--- src/rtl/multicycle_control_fsm.sv ---
// multicycle_control_fsm
//   Main control unit for the multicycle MIPS core. Decodes opcode/funct held in
//   the instruction register and, one state per cycle, drives the datapath mux
//   selects, register enables and memory strobes. Also counts retired instructions.
//
//   state | meaning
//   ------+-------------------------------------------------------------
//     0   | FETCH  : read imem, load IR, PC <= PC + 4
//     1   | DECODE : branch target into ALUOut, dispatch on opcode
//     2   | MEMADR : effective address for lw/sw
//     3   | MEMRD  : data memory read (MDR captures)
//     4   | MEMWB  : MDR -> rt                                   (retires)
//     5   | MEMWR  : data memory write                           (retires)
//     6   | EXEC   : R-type ALU operation
//     7   | RWB    : ALUOut -> rd                                (retires)
//     8   | BRANCH : compare, conditional PC <= ALUOut           (retires)
//     9   | JUMP   : PC <= jump target                           (retires)
//    10   | IEXEC  : immediate ALU operation
//    11   | IWB    : ALUOut -> rt                                (retires)
//
// Ports
//   clk, reset            clock, synchronous active-high reset
//   i_opcode, i_funct     IR[31:26], IR[5:0]
//   i_zero                ALU zero flag (same cycle)
//   o_pc_src, o_alu_src_a, o_alu_src_b, o_alu_ctl   datapath selects
//   o_pc_write .. o_mem_to_reg                       enables / strobes
//   o_state               current state code
//   o_illegal_op          pulse while leaving an illegal decode
//   o_instret             retired-instruction counter (wraps)

module multicycle_control_fsm #(
  parameter int CNT_W = 32
) (
  input  logic             clk,
  input  logic             reset,
  input  logic [5:0]       i_opcode,
  input  logic [5:0]       i_funct,
  input  logic             i_zero,
  output logic [1:0]       o_pc_src,
  output logic [1:0]       o_alu_src_a,
  output logic [2:0]       o_alu_src_b,
  output logic [3:0]       o_alu_ctl,
  output logic             o_pc_write,
  output logic             o_ir_write,
  output logic             o_alu_out_en,
  output logic             o_mem_read_i,
  output logic             o_mem_read,
  output logic             o_mem_write,
  output logic             o_reg_write,
  output logic             o_reg_dst,
  output logic             o_mem_to_reg,
  output logic [3:0]       o_state,
  output logic             o_illegal_op,
  output logic [CNT_W-1:0] o_instret
);

  typedef enum logic [3:0] {
    S_FETCH  = 4'd0,
    S_DECODE = 4'd1,
    S_MEMADR = 4'd2,
    S_MEMRD  = 4'd3,
    S_MEMWB  = 4'd4,
    S_MEMWR  = 4'd5,
    S_EXEC   = 4'd6,
    S_RWB    = 4'd7,
    S_BRANCH = 4'd8,
    S_JUMP   = 4'd9,
    S_IEXEC  = 4'd10,
    S_IWB    = 4'd11
  } state_t;

  localparam logic [3:0] ALU_AND = 4'b0000;
  localparam logic [3:0] ALU_OR  = 4'b0001;
  localparam logic [3:0] ALU_ADD = 4'b0010;
  localparam logic [3:0] ALU_SUB = 4'b0110;
  localparam logic [3:0] ALU_SLT = 4'b0111;
  localparam logic [3:0] ALU_SLL = 4'b1000;
  localparam logic [3:0] ALU_SRL = 4'b1001;

  // br/bne mark the BRANCH state so pc_write can be qualified by the live zero flag.
  typedef struct packed {
    logic [1:0] pc_src;
    logic [1:0] src_a;
    logic [2:0] src_b;
    logic [3:0] alu;
    logic       pc_write;
    logic       br;
    logic       bne;
    logic       ir_write;
    logic       alu_out_en;
    logic       mem_read_i;
    logic       mem_read;
    logic       mem_write;
    logic       reg_write;
    logic       reg_dst;
    logic       mem_to_reg;
  } ctl_t;

  state_t           r_state;
  ctl_t             r_ctl;
  logic [CNT_W-1:0] r_instret;
  state_t           w_next;
  logic             w_op_legal;
  logic             w_funct_legal;
  logic             w_retire;

  function automatic ctl_t decode(state_t s, logic [5:0] op, logic [5:0] fn);
    ctl_t c;
    c = '0;
    case (s)
      S_FETCH: begin
        c.mem_read_i = 1'b1;
        c.ir_write   = 1'b1;
        c.alu        = ALU_ADD;
        c.pc_src     = 2'b01;
        c.pc_write   = 1'b1;
      end
      S_DECODE: begin
        c.src_b      = 3'b011;
        c.alu        = ALU_ADD;
        c.alu_out_en = 1'b1;
      end
      S_MEMADR: begin
        c.src_a      = 2'b01;
        c.src_b      = 3'b010;
        c.alu        = ALU_ADD;
        c.alu_out_en = 1'b1;
      end
      S_MEMRD: c.mem_read  = 1'b1;
      S_MEMWB: c.reg_write = 1'b1;
      S_MEMWR: c.mem_write = 1'b1;
      S_EXEC: begin
        // shifts take the shift amount on port A instead of Reg_A
        c.src_a      = (fn == 6'h00 || fn == 6'h02) ? 2'b10 : 2'b01;
        c.src_b      = 3'b001;
        c.alu_out_en = 1'b1;
        case (fn)
          6'h20:   c.alu = ALU_ADD;
          6'h22:   c.alu = ALU_SUB;
          6'h24:   c.alu = ALU_AND;
          6'h25:   c.alu = ALU_OR;
          6'h2A:   c.alu = ALU_SLT;
          6'h00:   c.alu = ALU_SLL;
          6'h02:   c.alu = ALU_SRL;
          default: c.alu = ALU_AND;
        endcase
      end
      S_RWB: begin
        c.reg_write  = 1'b1;
        c.reg_dst    = 1'b1;
        c.mem_to_reg = 1'b1;
      end
      S_BRANCH: begin
        c.src_a  = 2'b01;
        c.src_b  = 3'b001;
        c.alu    = ALU_SUB;
        c.pc_src = 2'b10;
        c.br     = 1'b1;
        c.bne    = (op == 6'h05);
      end
      S_JUMP: c.pc_write = 1'b1;
      S_IEXEC: begin
        c.src_a      = 2'b01;
        c.alu_out_en = 1'b1;
        case (op)
          6'h0C: begin c.src_b = 3'b100; c.alu = ALU_AND; end
          6'h0D: begin c.src_b = 3'b100; c.alu = ALU_OR;  end
          default: begin c.src_b = 3'b010; c.alu = ALU_ADD; end
        endcase
      end
      S_IWB: begin
        c.reg_write  = 1'b1;
        c.mem_to_reg = 1'b1;
      end
      default: c = '0;
    endcase
    return c;
  endfunction

  always_comb begin
    w_op_legal = 1'b0;
    case (i_opcode)
      6'h23, 6'h2B, 6'h00, 6'h04, 6'h05, 6'h02, 6'h08, 6'h0C, 6'h0D: w_op_legal = 1'b1;
      default: w_op_legal = 1'b0;
    endcase
  end

  always_comb begin
    w_funct_legal = 1'b0;
    case (i_funct)
      6'h20, 6'h22, 6'h24, 6'h25, 6'h2A, 6'h00, 6'h02: w_funct_legal = 1'b1;
      default: w_funct_legal = 1'b0;
    endcase
  end

  always_comb begin
    w_next = S_FETCH;
    case (r_state)
      S_FETCH: w_next = S_DECODE;
      S_DECODE: begin
        case (i_opcode)
          6'h23, 6'h2B:        w_next = S_MEMADR;
          6'h00:               w_next = S_EXEC;
          6'h04, 6'h05:        w_next = S_BRANCH;
          6'h02:               w_next = S_JUMP;
          6'h08, 6'h0C, 6'h0D: w_next = S_IEXEC;
          default:             w_next = S_FETCH;
        endcase
      end
      S_MEMADR: w_next = (i_opcode == 6'h2B) ? S_MEMWR : S_MEMRD;
      S_MEMRD:  w_next = S_MEMWB;
      S_EXEC:   w_next = w_funct_legal ? S_RWB : S_FETCH;
      S_IEXEC:  w_next = S_IWB;
      default:  w_next = S_FETCH;
    endcase
  end

  assign w_retire = (r_state == S_MEMWB) || (r_state == S_MEMWR) || (r_state == S_RWB) ||
                    (r_state == S_BRANCH) || (r_state == S_JUMP) || (r_state == S_IWB);

  // Outputs are registered from the next state so they line up with r_state.
  always_ff @(posedge clk) begin
    if (reset) begin
      r_state   <= S_FETCH;
      r_ctl     <= decode(S_FETCH, i_opcode, i_funct);
      r_instret <= '0;
    end else begin
      r_state <= w_next;
      r_ctl   <= decode(w_next, i_opcode, i_funct);
      if (w_retire) r_instret <= r_instret + CNT_W'(1);
    end
  end

  // Everything except the debug state and the counter is held at zero during reset.
  assign o_pc_src     = reset ? 2'b00  : r_ctl.pc_src;
  assign o_alu_src_a  = reset ? 2'b00  : r_ctl.src_a;
  assign o_alu_src_b  = reset ? 3'b000 : r_ctl.src_b;
  assign o_alu_ctl    = reset ? 4'b0000 : r_ctl.alu;
  assign o_pc_write   = ~reset & (r_ctl.br ? (r_ctl.bne ? ~i_zero : i_zero) : r_ctl.pc_write);
  assign o_ir_write   = ~reset & r_ctl.ir_write;
  assign o_alu_out_en = ~reset & r_ctl.alu_out_en;
  assign o_mem_read_i = ~reset & r_ctl.mem_read_i;
  assign o_mem_read   = ~reset & r_ctl.mem_read;
  assign o_mem_write  = ~reset & r_ctl.mem_write;
  assign o_reg_write  = ~reset & r_ctl.reg_write;
  assign o_reg_dst    = ~reset & r_ctl.reg_dst;
  assign o_mem_to_reg = ~reset & r_ctl.mem_to_reg;
  assign o_state      = r_state;
  assign o_instret    = r_instret;
  assign o_illegal_op = ~reset & (((r_state == S_DECODE) & ~w_op_legal) |
                                  ((r_state == S_EXEC) & ~w_funct_legal));

endmodule

--- config.mk ---
export PLATFORM = sky130hd
export DESIGN_NAME = multicycle_control_fsm
export DESIGN_NICKNAME = d
export VERILOG_FILES = /design/src/rtl/multicycle_control_fsm.sv
export SDC_FILE = /design/constraint.sdc
export NUM_CORES = 1
export LEC_CHECK = 0
export ABC_CLOCK_PERIOD_IN_PS = 3400
export CAP_MARGIN = 30
export CELL_PAD_IN_SITES_DETAIL_PLACEMENT = 2
export CELL_PAD_IN_SITES_GLOBAL_PLACEMENT = 2
export CORE_UTILIZATION = 30
export DETAILED_ROUTE_END_ITERATION = 10
export PLACE_DENSITY = 0.82
export SLEW_MARGIN = 15
export SYNTH_ARGS = -nofsm -noshare
export SYNTH_HDL_FRONTEND = slang
export SYNTH_SLANG_ARGS = --single-unit
export TNS_END_PERCENT = 30
--- constraint.sdc ---
create_clock -name clk -period 3.4 [get_ports clk]
set_input_delay 0.51 -clock clk [delete_from_list [all_inputs] [get_ports clk]]
set_output_delay 0.51 -clock clk [all_outputs]
set_load 0.01 [all_outputs]
# After elaboration in Yosys (flattened, before gate mapping)
# Index checks and enable logic that the tools add are counted.
# word_totals
regBits	57
output_inout_bits	57
elab_cells	121
# op_classes
n_addsub	1
eq_ne	36
muxes	28
n_bitwise	17
reduce_logical	23
# op_table
operator	count
$pmux 4 s6	2
$eq 6x6->1 const B	7
$add 32x1->32 const B	1
$eq 4x3->1 const B	8
$eq 4x4->1 const B	8
$pmux 4 s5	1
$eq 6x4->1 const B	3
$eq 4x2->1 const B	4
$pmux 4 s4	1
$pmux 7 s2	1
$eq 6x2->1 const B	2
$eq 6x3->1 const B	2
$logic_not 6->1	2
$mux 1	12
$pmux 3 s4	1
$reduce_or 2->1	6
$reduce_or 3->1	4
$and 1x1->1	11
$mux 3	3
$reduce_or 9->1	1
$eq 4x1->1 const B	2
$logic_not 4->1	2
$mux 2	4
$pmux 2 s2	2
other kinds (6)	15

# Logic depth before layout (Yosys ltp)
# logic_depth
word_depth	8
depth_mapped	7

# Least setup slack after synthesis
# Ideal clock, no wire load.
# synth_timing
path_kind	reg-to-reg
start	reg r_instret[8] (netlist: o_instret[8])
end	reg r_instret[31] (netlist: o_instret[31])
t_arrival_ns	2.209
required_time_ns	3.330
setup_slack_ns	1.121
path_stages_with_launch	8
n_path_buf	2
synth_period_minus_slack_ns	2.279
path_cell_list	dfxtp_1 > nand4_1 > or4_1 > buf_2 > or4_1 > buf_2 > or3_1 > a21oi_1
# synth_via
elab_chain_cells	1
# synth_lines
element	line_no	text
start: declaration	101	logic [CNT_W-1:0] r_instret;
start signal: assignment	230	if (w_retire) r_instret <= r_instret + CNT_W'(1);
$add 32x1->32	230	
# No other way between the ends.
# A chain may end at the register's enable or synchronous reset.

# Worst setup path in the final report
# layout_timing
start	in i_funct[3]
end	out o_illegal_op
# layout_via
elab_chain_cells	7
# layout_lines
element	line_no	text
start: declaration	37	input logic [5:0] i_funct,
$eq 6x2->1 (tied with other cells)	190	case (i_funct)
$reduce_or 7->1 (*)	190	
$mux 1 (*)	190	
$not 1->1 (*)	251	((r_state == S_EXEC) & ~w_funct_legal));
$and 1x1->1 (*)	251	
$or 1x1->1 (*)	250	assign o_illegal_op = ~reset & (((r_state == S_DECODE) & ~w_op_legal) |
$and 1x1->1 (*)	250	
end: declaration	53	output logic o_illegal_op,
# Every way passes the cells marked *; elsewhere a longest branch is shown, timed or not.

==> flow_summary.json <==
{
  "status": "finished clean",
  "final_area_mm2": 0.00381,
  "synthFlopType": "dfxtp_1",
  "die_w_um": 99.1,
  "grt_pass1_wl_mm": 14.7,
  "path_max_fanout": 5,
  "cp.depth": 6,
  "drv_cap": 0,
  "hold_path_class": "flip-flop to flip-flop",
  "initial_utilization_pct": 30.8,
  "utilization_pct": 41.5,
  "ys.warnings.count": 0,
  "critPathTopFamily": "buffers and inverters",
  "numCtsBuffers": 9,
  "final_common_cell": "clkdlybuf4s50_1",
  "worst_path_most_repeated_cell": "clkdlybuf4s50_1",
  "cts_tree": "built",
  "clk_latency_ns": 0.34,
  "die_area_mm2": 0.00982,
  "drtPass1Iterations": 4,
  "place_area_mm2": 0.00362,
  "post_cts_buffers": 0,
  "async_flop_share_pct": 0,
  "cts_sinks": 57,
  "ios": 72,
  "core_area_mm2": 0.00920,
  "hold-worst-slack_ns": 0.493,
  "grt_pass1_vias": 2879,
  "ys_ff_latch": 57,
  "worstSetupEndpointType": "output pin",
  "cp_cell_sequence": "clkdlybuf4s50_1 > a21boi_0 > o31a_1 > o211ai_1 > a211oi_1 > clkdlybuf4s50_1",
  "cts_buffer_depth": 2,
  "cp_data_arrival_time_ns": 2.60,
  "syn_area_per_cell_um2": 8.30,
  "reg2reg_slack_ns": 0.84,
  "holdPathStages": 2,
  "power.density_mw_per_mm2": 379,
  "drive_above_1_share_pct": 6.73,
  "period_share_pct": 91.4,
  "path_buf_inv": 2,
  "place_congestion": 0.818,
  "chipHeight_um": 99.1,
  "relSlewSlack_pct": 41.7,
  "vdd.ir_drop.worst_mv": 0.169,
  "clockRootBuffer": "clkbuf_8",
  "slowest_stage": "clkdlybuf4s50_1",
  "setup_tns_ns": 0,
  "h-tree-depth": 3,
  "min_period_ns": 3.11,
  "place_worst_setup_slack_ns": 0.298,
  "worstPathRequired_ns": 2.89,
  "clock.fmax_ghz": 0.322,
  "setup-violations-final": 0,
  "grt_max_degree": 48,
  "worstMarginPinSlew_ns": 0.874,
  "gr-usage-all-layers_pct": 19.1,
  "clkTransAtPathRegs_ns": 0.06,
  "crit_path_max_incr_delay_ns": 0.58,
  "finalClockSkew_ns": 0.00934,
  "synthesis.nets": 357,
  "netlist_area_mm2": 0.00283,
  "mostFrequentLayoutCells": "70 x clkdlybuf4s50_1, 57 x dfxtp_1, 31 x nor2_1",
  "hold_buffers": 0,
  "nNetsFinal": 427,
  "drt-total-wl_mm": 9.20,
  "worst_slack_ns": 0.292,
  "area_growth_pct": 34.8,
  "drc": 0,
  "syn-instance-count": 341,
  "initialDrtViolationCount": 86,
  "path_class": "input pin to output pin",
  "rsz0062_at_grt": "no",
  "via_count": 2856,
  "avgRoutedWirePerCell_um": 17.5,
  "hpwl_mm": 6.66,
  "cellLeakagePower_nw": 1.24,
  "rows": 35,
  "start_kind": "input pin",
  "drv_slew": 0,
  "antenna_found_initial": 0,
  "hold_viol": 0,
  "insertedDiodeCount": 0,
  "antenna_left": 0,
  "synth-edff-count": 0,
  "grt_overflow": 0,
  "ff2ff_path_depth": 6,
  "io_buffers": 71,
  "ys_types": 54,
  "synth_seq_area_share_pct": 40.3,
  "post_cts_resized": 0,
  "avgViaCountPerCell": 5.42
}
Yosys cell counts (3+ instances only):
| cell type | n | area (µm²) |
|---|---|---|
| a21boi_0 | 3 | 22.5 |
| a21oi_1 | 19 | 95.1 |
| and3_1 | 3 | 18.8 |
| and4_1 | 6 | 52.6 |
| buf_2 | 3 | 15.0 |
| clkbuf_1 | 10 | 37.5 |
| dfxtp_1 | 57 | 1140 |
| inv_1 | 15 | 56.3 |
| nand2_1 | 19 | 71.3 |
| nand2b_1 | 6 | 37.5 |
| nand3_1 | 14 | 70.1 |
| nand3b_1 | 3 | 22.5 |
| nand4_1 | 11 | 68.8 |
| nor2_1 | 31 | 116 |
| nor2b_1 | 21 | 131 |
| nor3_1 | 10 | 50.1 |
| nor4_1 | 12 | 75.1 |
| o21ai_0 | 18 | 90.1 |
| o22ai_1 | 4 | 25.0 |
| or2_2 | 4 | 25.0 |
| or3_1 | 9 | 56.3 |
| or4_1 | 4 | 30.0 |
| xnor2_1 | 18 | 158 |
| xor2_1 | 3 | 26.3 |
state kept, by name, summed over array words and instances, names as in the netlist:
name       count
o_state        4
r_ctl         21
o_instret     32
cells by family after synthesis:
family                   Yosys count  synth area share, %
buffers and inverters             31                 4.82
adder cells (fa/ha/maj)            1                0.442
AO/OA/AOI/OAI                     68                 15.7
XOR/XNOR                          21                 6.50
flip-flops                        57                 40.3
AND/OR/NAND/NOR                  163                 32.2
worst reg2reg max path: stages (launching register included):
cell and delay (ns):
dfxtp_1 0.51, and2b_1 0.28, or3_1 0.38, buf_4 0.19
or4_1 0.58, or3_1 0.41, a21oi_1 0.14
cell type report:
| cell class | instances | area (µm²) |
|---|---|---|
| Fill cell | 1047 | 5380 |
| Multi-Input combinational cell | 253 | 1550 |
| Sequential cell | 57 | 1140 |
| Timing Repair Buffer | 75 | 736 |
| Clock buffer | 13 | 149 |
| Tap cell | 111 | 139 |
| Inverter | 15 | 56.3 |
| Clock inverter | 3 | 40.0 |
stage by stage:
stage | std cells | total power, W
after floorplan | 341 | 0.000766
after global placement | 511 | 0.000825
after detailed placement | 511 | 0.000829
after CTS | 527 | 0.00146
after global routing | 527 | 0.00150
final | 527 | 0.00144
worst paths after layout:
check	start	to
max	i_funct[3]	o_illegal_op
min	o_instret[31]$_SDFFE_PP0P_	o_instret[31]$_SDFFE_PP0P_
max reg2reg	o_state[0]$_SDFF_PP0_	o_instret[31]$_SDFFE_PP0P_
min reg2reg	o_instret[31]$_SDFFE_PP0P_	o_instret[31]$_SDFFE_PP0P_
report_power, final:
part	leakage [nW]	internal [W]	total [W]	switching [W]
logic	0.681	0.0000592	0.000131	0.0000718
clock network	0.0974	0.000357	0.000627	0.000270
registers	0.462	0.000678	0.000685	0.00000683
total	1.24	0.00109	0.00144	0.000349
routing by layer:
layer	GRT usage, %	vias to the layer above	routed length [µm]
met5	0	-	0
met4	6.45	0	111
met3	3.23	9	199
met2	31.8	46	4460
met1	25.3	1431	4440
li1	-	1370	-
(Power assumes the default switching activity.)
